### src/rtl/sad_min_select.sv
// Minimum-SAD selector: collects NUM_CAND sums over valid/ready and holds {min, index}.
// Optional early exit on a threshold hit is enabled by defining SAD_MIN_EARLY_EXIT_EN.
module sad_min_select #(
  parameter int unsigned DATA_W   = 32,
  parameter int unsigned NUM_CAND = 16,
  parameter int unsigned IDX_W    = 4
) (
  input  logic              clk,
  input  logic              rst,
  input  logic              start,
  input  logic              in_valid,
  input  logic [DATA_W-1:0] in_sum,
  output logic              in_ready,
  output logic              res_valid,
  input  logic              res_ready,
  output logic [DATA_W-1:0] res_min,
  output logic [IDX_W-1:0]  res_idx,
`ifdef SAD_MIN_EARLY_EXIT_EN
  input  logic [DATA_W-1:0] thresh,
  output logic              res_early,
`endif
  output logic              busy
);

  localparam logic [1:0] S_IDLE    = 2'd0;
  localparam logic [1:0] S_COLLECT = 2'd1;
  localparam logic [1:0] S_DONE    = 2'd2;

  localparam longint unsigned MAX_CAND = 64'd1 << IDX_W;
  localparam logic [IDX_W-1:0] LAST_IDX = IDX_W'(NUM_CAND - 1);

  // The candidate counter must never wrap before the last accept.
  if (NUM_CAND < 1 || longint'(NUM_CAND) > MAX_CAND) begin : g_bad_num_cand
    $error("sad_min_select: NUM_CAND must lie in 1..2**IDX_W");
  end

  logic [1:0]        state_q, state_d;
  logic [IDX_W-1:0]  cnt_q, cnt_d;
  logic [DATA_W-1:0] min_q, min_d;
  logic [IDX_W-1:0]  idx_q, idx_d;
  logic              valid_q, valid_d;
  logic              early_q, early_d;
  logic              accept;
  logic              hit;

  assign accept = in_valid && (state_q == S_COLLECT);

`ifdef SAD_MIN_EARLY_EXIT_EN
  assign hit = (in_sum <= thresh);
`else
  assign hit = 1'b0;
`endif

  always_comb begin
    state_d = state_q;
    cnt_d   = cnt_q;
    min_d   = min_q;
    idx_d   = idx_q;
    valid_d = valid_q;
    early_d = early_q;
    case (state_q)
      S_IDLE: begin
        if (start) begin
          state_d = S_COLLECT;
          cnt_d   = '0;
          min_d   = '1;
          idx_d   = '0;
          early_d = 1'b0;
        end
      end
      S_COLLECT: begin
        if (accept) begin
          // Strict compare keeps the earliest index on ties.
          if (in_sum < min_q) begin
            min_d = in_sum;
            idx_d = cnt_q;
          end
          cnt_d = cnt_q + IDX_W'(1);
          if (cnt_q == LAST_IDX || hit) begin
            state_d = S_DONE;
            valid_d = 1'b1;
            early_d = hit;
          end
        end
      end
      S_DONE: begin
        if (res_ready) begin
          state_d = S_IDLE;
          valid_d = 1'b0;
        end
      end
      default: state_d = S_IDLE;
    endcase
  end

  always_ff @(posedge clk) begin
    if (rst) begin
      state_q <= S_IDLE;
      cnt_q   <= '0;
      min_q   <= '1;
      idx_q   <= '0;
      valid_q <= 1'b0;
      early_q <= 1'b0;
    end else begin
      state_q <= state_d;
      cnt_q   <= cnt_d;
      min_q   <= min_d;
      idx_q   <= idx_d;
      valid_q <= valid_d;
      early_q <= early_d;
    end
  end

  assign in_ready  = (state_q == S_COLLECT);
  assign busy      = (state_q != S_IDLE);
  assign res_valid = valid_q;
  assign res_min   = min_q;
  assign res_idx   = idx_q;

`ifdef SAD_MIN_EARLY_EXIT_EN
  assign res_early = early_q;
`else
  logic unused_early;
  assign unused_early = early_q ^ hit;
`endif

endmodule
### config.mk
export PLATFORM = sky130hd
export DESIGN_NAME = sad_min_select
export DESIGN_NICKNAME = d
export VERILOG_FILES = /design/src/rtl/sad_min_select.sv
export SDC_FILE = /design/constraint.sdc
export NUM_CORES = 1
export LEC_CHECK = 0
export ABC_AREA = 0
export CORE_MARGIN = 2
export CORE_UTILIZATION = 48
export DETAILED_ROUTE_END_ITERATION = 10
export PLACE_DENSITY = 0.92
export SETUP_SLACK_MARGIN = 0.2
export SLEW_MARGIN = 20
export SYNTH_ARGS = -nofsm -noshare
export SYNTH_HDL_FRONTEND = slang
export SYNTH_SLANG_ARGS = --single-unit
### constraint.sdc
create_clock -name clk -period 2.6 [get_ports clk]
set_input_delay 0.26 -clock clk [delete_from_list [all_inputs] [get_ports clk]]
set_output_delay 0.26 -clock clk [all_outputs]
set_load 0.05 [all_outputs]
After elaboration in Yosys (flattened, before gate mapping)
Cells that the tools add are included.

Register bits after elaboration: 43. Input bits: 37. Output and inout bits: 39. Logic and storage cells: 43.

$add $sub $neg: 1. $lt $le $gt $ge: 1. Equality and inequality tests: 8. Mux-type cells: 19. Reductions and logical operators: 9.

Operators with widths (number): 32-bit two-way mux (3); 32-bit case mux with 2 select lines (1); 32-bit < comparator (1); 4-bit two-way mux (4); 4-bit case mux with 2 select lines (2); 4-bit AND reduction (3); 2-bit two-way mux (4); 2-bit by 1-bit != test with 1-bit output, second input constant (3); 2-bit case mux with 3 select lines (1); 2-bit nonzero test (3); 4-bit by 1-bit adder with 4-bit output, second input constant (1); 4-bit equality test, second input constant (1); 2-bit != test, second input constant (2); 1-bit two-way mux (3); 3-bit AND reduction (1); 2-bit by 1-bit equality test with 1-bit output, second input constant (1); 2-bit equality test, second input constant (1); 2-bit zero test (1); 1-bit case mux with 2 select lines (1); 1-bit logical AND (1).

Logic depth before layout (Yosys ltp)
Depth in word-level cells: 4. Depth in mapped cells: 9. Depth with buffers taken out: 8.

Worst setup path after synthesis
Ideal clock, no wire load.

Path kind: reg2reg. Start point: register min_q[27], in the netlist res_min[27]. End point: register min_q[0], in the netlist res_min[0]. Library setup time: 0.072 ns. Data arrival time: 2.463 ns. Required time: 2.528 ns. Slack: 0.065 ns. Cell stages (with the launch flop): 10. Path buffers: 1. Period minus slack after synthesis: 2.535 ns. Path through: dfxtp_1 -> inv_1 -> ha_1 -> a21oi_2 -> o21ai_2 -> a2111oi_4 -> o311ai_2 -> nor2_4 -> buf_12 -> mux2i_1.

Longest elaborated chain between the ends: 3.

Ends and longest elaborated chain: from (decl) (line 39) `logic [DATA_W-1:0] min_q, min_d;`; from (signal assigned) (line 107) `min_q <= min_d;`; 32-bit < comparator (line 74) `if (in_sum < min_q) begin`; 2-bit by 1-bit != test with 1-bit output (no source line); 4-bit AND reduction (no source line).

Every way passes these cells. A chain may end at the register's enable or synchronous reset.

Worst setup path in the final report
Start point: input in_sum[23]. End point: register min_q[22], in the netlist res_min[22].

Longest elaborated chain between the ends: 3.

Ends and longest elaborated chain: from (decl) (line 12) `input logic [DATA_W-1:0] in_sum,`; 32-bit < comparator (line 74); 2-bit by 1-bit != test with 1-bit output (no source line); 4-bit AND reduction (no source line).

Every way passes these cells.

==> impl_metrics.json <==
{
  "status": "completed",
  "drive_gt1_share_pct": 15.8,
  "finalHoldWorstSlack_ns": 0.297,
  "holdCritPathClass": "input pin to flop",
  "cts.sinks": 43,
  "clock_latency_ns": 0.30,
  "ys_warn_count": 0,
  "routed_wl_um": 6620,
  "grt_max_degree": 25,
  "num_io_pins": 76,
  "cap_violations": 0,
  "nets": 460,
  "crit_type": "input pin to flop",
  "gp_congestion": 0.770,
  "seq_area_frac_synth_pct": 33.0,
  "drv_slew": 0,
  "seqPwrFrac_pct": 45.1,
  "ys_seq_elements": 43,
  "cts_buffer_depth": 2,
  "yosysUniqueCellTypes": 39,
  "skew_ns": 0.0132,
  "syn_avg_cell_area_um2": 8.60,
  "cp_cell_sequence": "clkdlybuf4s50_1 > ha_1 > a21oi_2 > o21ai_1 > a222oi_1 > o311ai_2 > nor2_4 > buf_6 > buf_12 > mux2i_2",
  "synth_nets": 372,
  "fin_area_um2": 3740,
  "cp_slowest_cell": "clkdlybuf4s50_1",
  "vdd_ir_drop_max_v": 0.000252,
  "required_ns": 2.81,
  "cts-htree-levels": 2,
  "worstMarginPinSlew_ns": 0.546,
  "antenna_found_initial": 0,
  "slowest_delay_ns": 0.43,
  "die_h_um": 77.7,
  "p_int_mw": 1.07,
  "start_util_pct": 50.4,
  "crit_path_max_fanout": 5,
  "cts_buffers": 5,
  "timing.fmax_ghz": 0.432,
  "dieArea_um2": 6030,
  "cts_tree": "done",
  "grt_pass1_vias": 2292,
  "rsz0062_at_grt": "no",
  "combPwrFrac_pct": 27.8,
  "cts_root_buffer": "clkbuf_8",
  "power_mw": 1.54,
  "clkTransAtPathRegs_ns": 0.09,
  "cp_num_buf_inv": 3,
  "via_count": 2360,
  "max_slew_margin_pct": 63.5,
  "yosys-top-cells-area": "dfxtp_1, ha_1, mux2i_1",
  "grt_overflow": 0,
  "postPlaceCellArea_um2": 3450,
  "dp_hpwl_um": 4710,
  "final-setup-viol-count": 0,
  "hold_viol": 0,
  "p_sw_share_pct": 30.3,
  "grt_pass1_wl_um": 10300,
  "wire_per_inst_um": 14.3,
  "synth_top_area_share_pct": 33.0,
  "cp-start-kind": "input pin",
  "p_sw_uw": 468,
  "crit_path_end_kind": "flop",
  "first_iter_violations": 67,
  "p_leak_nw": 1.93,
  "crit_family": "compound AO/OA/AOI/OAI gates",
  "power_density_nw_per_um2": 413,
  "layout_common_cells": "nor2_1, clkdlybuf4s50_1, mux2i_1, inv_1, ha_1",
  "ant_nets": 0,
  "cts-hold-fix-buffers": 0,
  "chipWidth_um": 77.7,
  "finalCriticalPeriod_ns": 2.31,
  "synth_area_leader_cell": "dfxtp_1",
  "final_common_cell": "nor2_1",
  "antennaDiodeCount": 0,
  "num_rows": 26,
  "grtUsageTotal_pct": 21.0,
  "drc_errors": 0,
  "fin_setup_tns_ns": 0,
  "port_buffers": 75,
  "core_um2": 5170,
  "area_delta_synth_final_pct": 43.5,
  "p_clk_share_pct": 27.2,
  "fin_crit_sh_pct": 89.0,
  "synth_area_um2": 2600,
  "synthCells": 303,
  "arrival_ns": 2.53,
  "dr.pass1.iters": 4,
  "post_drt_via_cell_ratio": 5.11
}
==> per-layer routing <==
layer  wire length, um  vias to the layer above  part of all wire, %  GRT usage (%)
met2              3420                       69                   52           37.2
met5                 0                        -                    0              0
met1              2790                     1099                   42           25.5
li1                  -                     1182                    -              -
met4                99                        0                  1.5           5.54
met3               305                       10                  4.6           4.77
==> tightest hold or removal path: cells and delay by family <==
family,cells,cell delay (ns)
and+or+nand+nor,1,0.06
buffers and inverters,1,0.12
muxes,1,0.12
==> through the flow <==
step	cells	setup slack, ns	util [%]
4_1_cts	450	0.214	68.3
5_1_grt	462	0.164	72.3
2_1_floorplan	303	0.201	-
3_5_place_dp	442	-0.0916	66.7
3_3_place_gp	442	-0.0394	66.7
6_report	462	0.287	72.3
==> power groups by stage <==
stage | registers [mW] | clock network [mW] | logic (mW)
3_3_place_gp | 0.709 | 0 | 0.367
3_5_place_dp | 0.711 | 0 | 0.377
2_1_floorplan | 0.767 | 0 | 0.183
6_report | 0.695 | 0.419 | 0.428
4_1_cts | 0.695 | 0.424 | 0.380
5_1_grt | 0.699 | 0.456 | 0.457
==> synthesized netlist by cell type <==
library cell,instances
a2111oi_4,1
a211oi_1,1
a21o_1,5
a21oi_1,8
a21oi_2,1
a221o_1,1
a221oi_1,1
a221oi_2,1
a222oi_1,1
a22oi_1,1
a41oi_1,1
and2_1,2
and2b_2,1
and4_1,1
buf_12,3
clkbuf_1,8
dfxtp_1,43
ha_1,32
inv_1,33
inv_2,1
mux2i_1,37
nand2_1,17
nand2_2,1
nand2b_1,3
nand3_1,1
nand4_1,4
nor2_1,76
nor2_4,1
nor2b_1,2
nor2b_2,1
nor3_1,1
nor4_2,1
o21a_2,1
o21ai_0,4
o21ai_2,1
o22ai_1,1
o311ai_2,1
or2_1,2
xor2_1,2
==> cell type report <==
type                    instances  area (um2)
repair buffers                 92        1000
inverters                      34         128
clock inverters                 1        5.00
clock buffers                   7        76.3
flip-flops and latches         43         885
multi-input cells             215        1560
fillers                       387        1430
well taps                      70        87.6
==> sequential cells by signal (all words and copies together), names as in the netlist <==
name / cells
cnt_q: 4
res_idx: 4
res_min: 32
res_valid: 1
state_q: 2
==> worst paths after layout <==
path / startpoint / to / slack [ns] / cells after the start
min reg2reg: res_idx[0]$_SDFFE_PP0P_ / res_idx[0]$_SDFFE_PP0P_ / 0.47 / 2
min: in_sum[31] / res_min[31]$_SDFFE_PP1P_ / 0.30 / 3
max: in_sum[23] / res_min[22]$_SDFFE_PP1P_ / 0.29 / 10
max reg2reg: res_min[29]$_SDFFE_PP1P_ / res_min[22]$_SDFFE_PP1P_ / 0.30 / 10
==> logic make-up after synthesis <==
group,Yosys count,synth area share [%]
AND/OR/NAND/NOR,114,19.1
buffers and inverters,45,8.36
flip-flops,43,33.0
multiplexers,37,14.2
adder cells (fa/ha/maj),32,15.4
AO/OA/AOI/OAI,30,9.27
XOR/XNOR,2,0.673
==> timing repair <==
item	in CTS	in global routing
endpoints found under the setup margin	0	36
gates resized for setup	0	20
buffers inserted	0	8
Power figures use the tool's default switching activity.
